<file path="src/rtl/clock_div_multi_pkg.sv">
// Shared definitions for the multi-channel clock divider.
package clock_div_multi_pkg;

    localparam int unsigned DEFAULT_DIV_RESET = 2;

    // Select width for a channel index, never narrower than one bit.
    function automatic int unsigned sel_width(input int unsigned n);
        return (n <= 2) ? 1 : $clog2(n);
    endfunction

    typedef enum logic [1:0] {
        ChIdle,
        ChBypass,
        ChCount
    } chan_mode_t;

endpackage

</file>
<file path="src/rtl/clock_div_chan.sv">
// One divider channel: period counter, active/pending ratio and registered enable.
module clock_div_chan
    import clock_div_multi_pkg::*;
#(
    parameter int unsigned WIDTH       = 8,
    parameter int unsigned DEFAULT_DIV = DEFAULT_DIV_RESET
) (
    input  logic             clk,
    input  logic             reset,
    input  logic             en,
    input  logic             sync,
    input  logic             we,
    input  logic [WIDTH-1:0] wdata,
    output logic             div_out,
    output logic             tick,
    output logic             pend
);

    logic [WIDTH-1:0] cnt_q, cnt_d;
    logic [WIDTH-1:0] act_q, act_d;
    logic [WIDTH-1:0] pend_n_q, pend_n_d;
    logic             pend_q, pend_d;
    logic             en_q;

    chan_mode_t       mode;
    logic [WIDTH-1:0] half;
    logic             wrap;
    logic             boundary;

    always_comb begin
        if (!en_q) begin
            mode = ChIdle;
        end else if (act_q < WIDTH'(2)) begin
            mode = ChBypass;
        end else begin
            mode = ChCount;
        end
    end

    // ceil(act_n / 2): odd ratios spend the extra cycle high.
    assign half = (act_q >> 1) + {{(WIDTH-1){1'b0}}, act_q[0]};

    assign tick    = (mode != ChIdle) && (cnt_q == '0);
    assign div_out = (mode == ChBypass) || ((mode == ChCount) && (cnt_q < half));
    assign pend    = pend_q;

    // Idle cycles count as boundaries so a pending ratio never survives a disable.
    assign wrap     = (mode == ChBypass) || ((mode == ChCount) && (cnt_q == act_q - WIDTH'(1)));
    assign boundary = (mode == ChIdle) || wrap || sync;

    always_comb begin
        cnt_d    = '0;
        act_d    = act_q;
        pend_n_d = pend_n_q;
        pend_d   = pend_q;

        if (en && (mode != ChIdle) && !boundary) begin
            cnt_d = cnt_q + WIDTH'(1);
        end

        if (boundary && pend_q) begin
            act_d  = pend_n_q;
            pend_d = 1'b0;
        end

        if (we) begin
            if (mode == ChIdle) begin
                act_d  = wdata;
                pend_d = 1'b0;
            end else begin
                pend_n_d = wdata;
                pend_d   = 1'b1;
            end
        end
    end

    always_ff @(posedge clk) begin
        if (reset) begin
            cnt_q    <= '0;
            act_q    <= WIDTH'(DEFAULT_DIV);
            pend_n_q <= '0;
            pend_q   <= 1'b0;
            en_q     <= 1'b0;
        end else begin
            cnt_q    <= cnt_d;
            act_q    <= act_d;
            pend_n_q <= pend_n_d;
            pend_q   <= pend_d;
            en_q     <= en;
        end
    end

endmodule

</file>
<file path="src/rtl/clock_div_multi.sv">
// Bank of independent clock dividers sharing one ratio-write port and a sync pulse.
module clock_div_multi
    import clock_div_multi_pkg::*;
#(
    parameter int unsigned NCH         = 4,
    parameter int unsigned WIDTH       = 8,
    parameter int unsigned DEFAULT_DIV = DEFAULT_DIV_RESET,
    localparam int unsigned SELW       = sel_width(NCH)
) (
    input  logic             clk,
    input  logic             reset,
    input  logic [NCH-1:0]   en,
    input  logic             cfg_we,
    input  logic [SELW-1:0]  cfg_sel,
    input  logic [WIDTH-1:0] cfg_div,
    input  logic             sync,
    output logic [NCH-1:0]   div_out,
    output logic [NCH-1:0]   tick,
    output logic [NCH-1:0]   pend
);

    // Out-of-range selects match no channel and are dropped.
    for (genvar i = 0; i < NCH; i++) begin : g_chan
        logic we_ch;
        assign we_ch = cfg_we && (32'(cfg_sel) == 32'(i));

        clock_div_chan #(
            .WIDTH       (WIDTH),
            .DEFAULT_DIV (DEFAULT_DIV)
        ) u_chan (
            .clk     (clk),
            .reset   (reset),
            .en      (en[i]),
            .sync    (sync),
            .we      (we_ch),
            .wdata   (cfg_div),
            .div_out (div_out[i]),
            .tick    (tick[i]),
            .pend    (pend[i])
        );
    end

endmodule

</file>
<file path="config.mk">
export PLATFORM = sky130hd
export DESIGN_NAME = clock_div_multi
export DESIGN_NICKNAME = d
export VERILOG_FILES = /design/src/rtl/clock_div_multi_pkg.sv /design/src/rtl/clock_div_chan.sv /design/src/rtl/clock_div_multi.sv
export SDC_FILE = /design/constraint.sdc
export NUM_CORES = 1
export LEC_CHECK = 0
export BUFFER_PORTS_ARGS = -buffer_cell sky130_fd_sc_hd__clkbuf_2
export CAP_MARGIN = 30
export CORE_MARGIN = 4
export CORE_UTILIZATION = 61
export DETAILED_ROUTE_END_ITERATION = 12
export PLACE_DENSITY = 0.76
export SETUP_SLACK_MARGIN = 0.15
export SYNTH_ARGS = -nofsm -noshare
export SYNTH_HDL_FRONTEND = slang
export SYNTH_HIERARCHICAL = 1
export SYNTH_SLANG_ARGS = --single-unit
</file>
<file path="constraint.sdc">
create_clock -name clk -period 2.7 [get_ports clk]
set_clock_uncertainty 0.2 [all_clocks]
set_input_delay 0.54 -clock clk [delete_from_list [all_inputs] [get_ports clk]]
set_output_delay 0.54 -clock clk [all_outputs]
set_load 0.1 [all_outputs]
</file>
==> run_results.csv <==
group,metric,value,unit
cells_and_area,final_net_count,932,
power_and_ir_drop,vdd_drop_max,0.000290,V
grt,grt_pass1_vias,6092,
critical_path,crit_fanout,2,
synth,synthTopCellsByCount,"dfxtp_1 (104), nand3_1 (68), nor2_1 (66)",
floorplanning,placement_rows,37,
grt,antenna_found_initial,0,
drt,vias,6253,
synth,synth_async_sr_flop_share,0,
drt,route.detailed.wl_per_inst,18.1,um
timing,hold_violations,0,
grt,grt_start_max_net_pins,29,
synth,yosys_warnings,6,
floorplanning,io_pins,30,
drt,viasPerCell,6.21,
synth,synth_fp_nets,859,
grt,grt.met2_usage,0.453,
drt,drc_errors,0,
timing,max_clock_freq,0.307,GHz
power_and_ir_drop,power_density,388,nW/um^2
timing,hold_slack,0.222,ns
power_and_ir_drop,leakagePower,3.22,nW
clocking,cts-root-buf,"clkbuf_8",
cells_and_area,drive_above_1_share,0.289,
placement,routabilityCongestion,0.915,
clocking,cts_made_buffers,9,
floorplanning,die_h,113,um
synth,yosysMostFrequentCell,"dfxtp_1",
synth,synth_area_leaders,"dfxtp_1 (31%), ha_1 (9.0%), xor2_1 (6.3%)",
timing,fin_crit,3.26,ns
grt,use_met3,0.0348,
placement,portBuffers,29,
floorplanning,dieArea,12700,sq um
clocking,cts_tree,"yes",
synth,synth_flop_cell,"dfxtp_1",
synth,ys_ff_latch,104,
timing,fin_crit_sh,1.21,
cells_and_area,antenna_cells,0,
floorplanning,die_x,113,um
cells_and_area,final-seq-area,2110,sq um
critical_path,reg2regPathDepth,12,
timing,tightest_slew,0.548,ns
synth,yosysTopAreaCell,"dfxtp_1",
synth,avgSynthCellArea,8.44,sq um
clocking,clkTransAtPathRegs,0.11,ns
cells_and_area,nFillCells,682,
clocking,htree_levels,3,
critical_path,critical_path_class,"reg2out",
critical_path,worstSetupEndpointType,"output pin",
synth,syn_inst,793,
timing,tns,-2.95,ns
clocking,clk_latency,0.37,ns
timing,fin_ws,-0.557,ns
drt,dr.pass1.iters,8,
status,outcome,"complete, but fails checks",
timing,slew_headroom,0.633,
synth,syn-cell-area,6700,sq um
grt,grt_usage,0.276,
synth,synth_edf_count,0,
hold_path,min_path_cells,2,
synth,seq_area_frac_synth,0.311,
drt,drtIter0Drc,455,
placement,dp_hpwl,12.4,mm
timing,finalSetupViolCount,25,
cells_and_area,multi_input_area,4770,sq um
status,violations,"negative setup slack",
timing,finalMaxSlewViolations,0,
grt,grt_busiest_layer,"met2",
floorplanning,initial_utilization,0.637,
hold_path,hold_class,"in2reg",
grt,grt_pass1_wl,29.2,mm
critical_path,start_kind,"flop",
job,drv_cap,0,
synth,synth_top_area_frac,0.311,
clocking,clk_path_buf_depth,2,
floorplanning,coreArea,10500,sq um
drt,ant_nets,0,
critical_path,critPathArrivalTime,2.52,ns
grt,overflow,0,
cells_and_area,area_growth,24.7,%
grt,use_met1,0.378,
drt,wirelength,18.2,mm
synth,synth_cell_types,58,
clocking,cts_sinks,104,
critical_path,crit_required,1.96,ns
timing,rsz0062_at_grt,"yes",
## sequential cells by signal, indices dropped and copies added, names as in the netlist
signal	cells
g_chan.u_chan/pend_n_q	32
g_chan.u_chan/cnt_q	32
g_chan.u_chan/en_q	4
g_chan.u_chan/act_q	32
g_chan.u_chan/pend	4
## kinds of logic (layout without fill, tap and decap cells)
kind of cell | after synthesis | after routing | share of synthesized area
mux | 30 | 30 | 0.0449
flops | 104 | 104 | 0.311
simple gates | 301 | 301 | 0.231
buf+inv | 84 | 162 | 0.0604
xor+xnor | 78 | 78 | 0.102
compound gates | 148 | 148 | 0.161
fa+ha+maj | 48 | 48 | 0.0897
## where the power goes
group / internal [W] / leakage (nW) / switching [W]
combinational: 0.000257 / 2.27 / 0.000368
clock: 0.000443 / 0.0983 / 0.000569
sequential: 0.00156 / 0.848 / 0.0000374
total: 0.00226 / 3.22 / 0.000975
## placed cells by master, fill, tap and decap left out, types with 6 or more instances in the layout
| cell | Yosys | final |
|---|---|---|
| clkbuf_8 | 0 | 9 |
| nand3_1 | 68 | 67 |
| mux2i_1 | 30 | 23 |
| o21ai_0 | 21 | 13 |
| nor4_4 | 0 | 6 |
| nand4_1 | 7 | 7 |
| xor2_1 | 48 | 48 |
| nand2_1 | 52 | 49 |
| o31a_1 | 6 | 6 |
| a21oi_1 | 50 | 46 |
| nor2b_1 | 8 | 8 |
| nor4_1 | 15 | 6 |
| clkbuf_2 | 1 | 21 |
| xnor2_1 | 30 | 30 |
| inv_1 | 34 | 25 |
| a211oi_1 | 24 | 17 |
| buf_4 | 0 | 68 |
| buf_12 | 0 | 7 |
| nor3_1 | 23 | 22 |
| nor2_2 | 0 | 7 |
| nand2b_1 | 11 | 11 |
| ha_1 | 48 | 33 |
| a211oi_2 | 0 | 7 |
| dfxtp_2 | 0 | 10 |
| and3_1 | 12 | 11 |
| dfxtp_1 | 104 | 89 |
| ha_4 | 0 | 15 |
| buf_6 | 7 | 15 |
| nor2_1 | 66 | 57 |
| o21ai_1 | 1 | 9 |
## path summary, 6_finish.rpt
path / slack [ns] / end / from
min reg2reg: 0.27 / g_chan[3].u_chan/pend_n_q[6] / g_chan[3].u_chan/pend_n_q[6]
min: 0.22 / g_chan[3].u_chan/en_q / en[3]
max reg2reg: -0.08 / g_chan[0].u_chan/act_q[4] / g_chan[0].u_chan/act_q[0]
max: -0.56 / div_out[1] / g_chan[1].u_chan/act_q[1]
## repair_timing
| action | 4_1_cts | 5_1_grt |
|---|---|---|
| gates cloned | 1 | 0 |
| buffers inserted | 10 | 7 |
| endpoints found under the setup margin | 55 | 73 |
| resized for setup | 50 | 50 |
| hold buffers | 0 | 0 |
| pin swaps | 52 | 14 |
## stage by stage
stage               power, W  instances  setup WS, ns   util  instance area, sq um
global placement     0.00216        973        -0.191  0.721                  7570
finish               0.00324       1007        -0.557  0.794                  8350
detailed placement   0.00218        973        -0.234  0.721                  7570
floorplan            0.00201        793        -0.760      -                  6970
CTS                  0.00321       1000        -0.544  0.771                  8100
global route         0.00337       1007        -0.658  0.794                  8350
## critical path, stage by stage (launching register included)
cell and delay (ns):
dfxtp_4 0.38, ha_4 0.17, ha_4 0.25, inv_1 0.03, ha_1 0.26, a21boi_1 0.14, o21ai_1 0.12, a21boi_1 0.07
o21ai_1 0.14, a21oi_2 0.09, o41ai_4 0.27, buf_12 0.22
## cell type report
type                       count  area share
timing repair buffer         112       0.114
multi-input combinational    605       0.572
clock buffer                  10      0.0153
clock inverter                 6     0.00869
tap                          136      0.0204
inverter                      34      0.0168
sequential                   104       0.253
## per-layer routing
metal / part of all wire / routed length (um)
met1: 0.43 / 7870
met2: 0.48 / 8690
met3: 0.073 / 1330
met4: 0.018 / 334
met5: 0 / 0
Note: power is estimated with default switching activity, not from simulation.
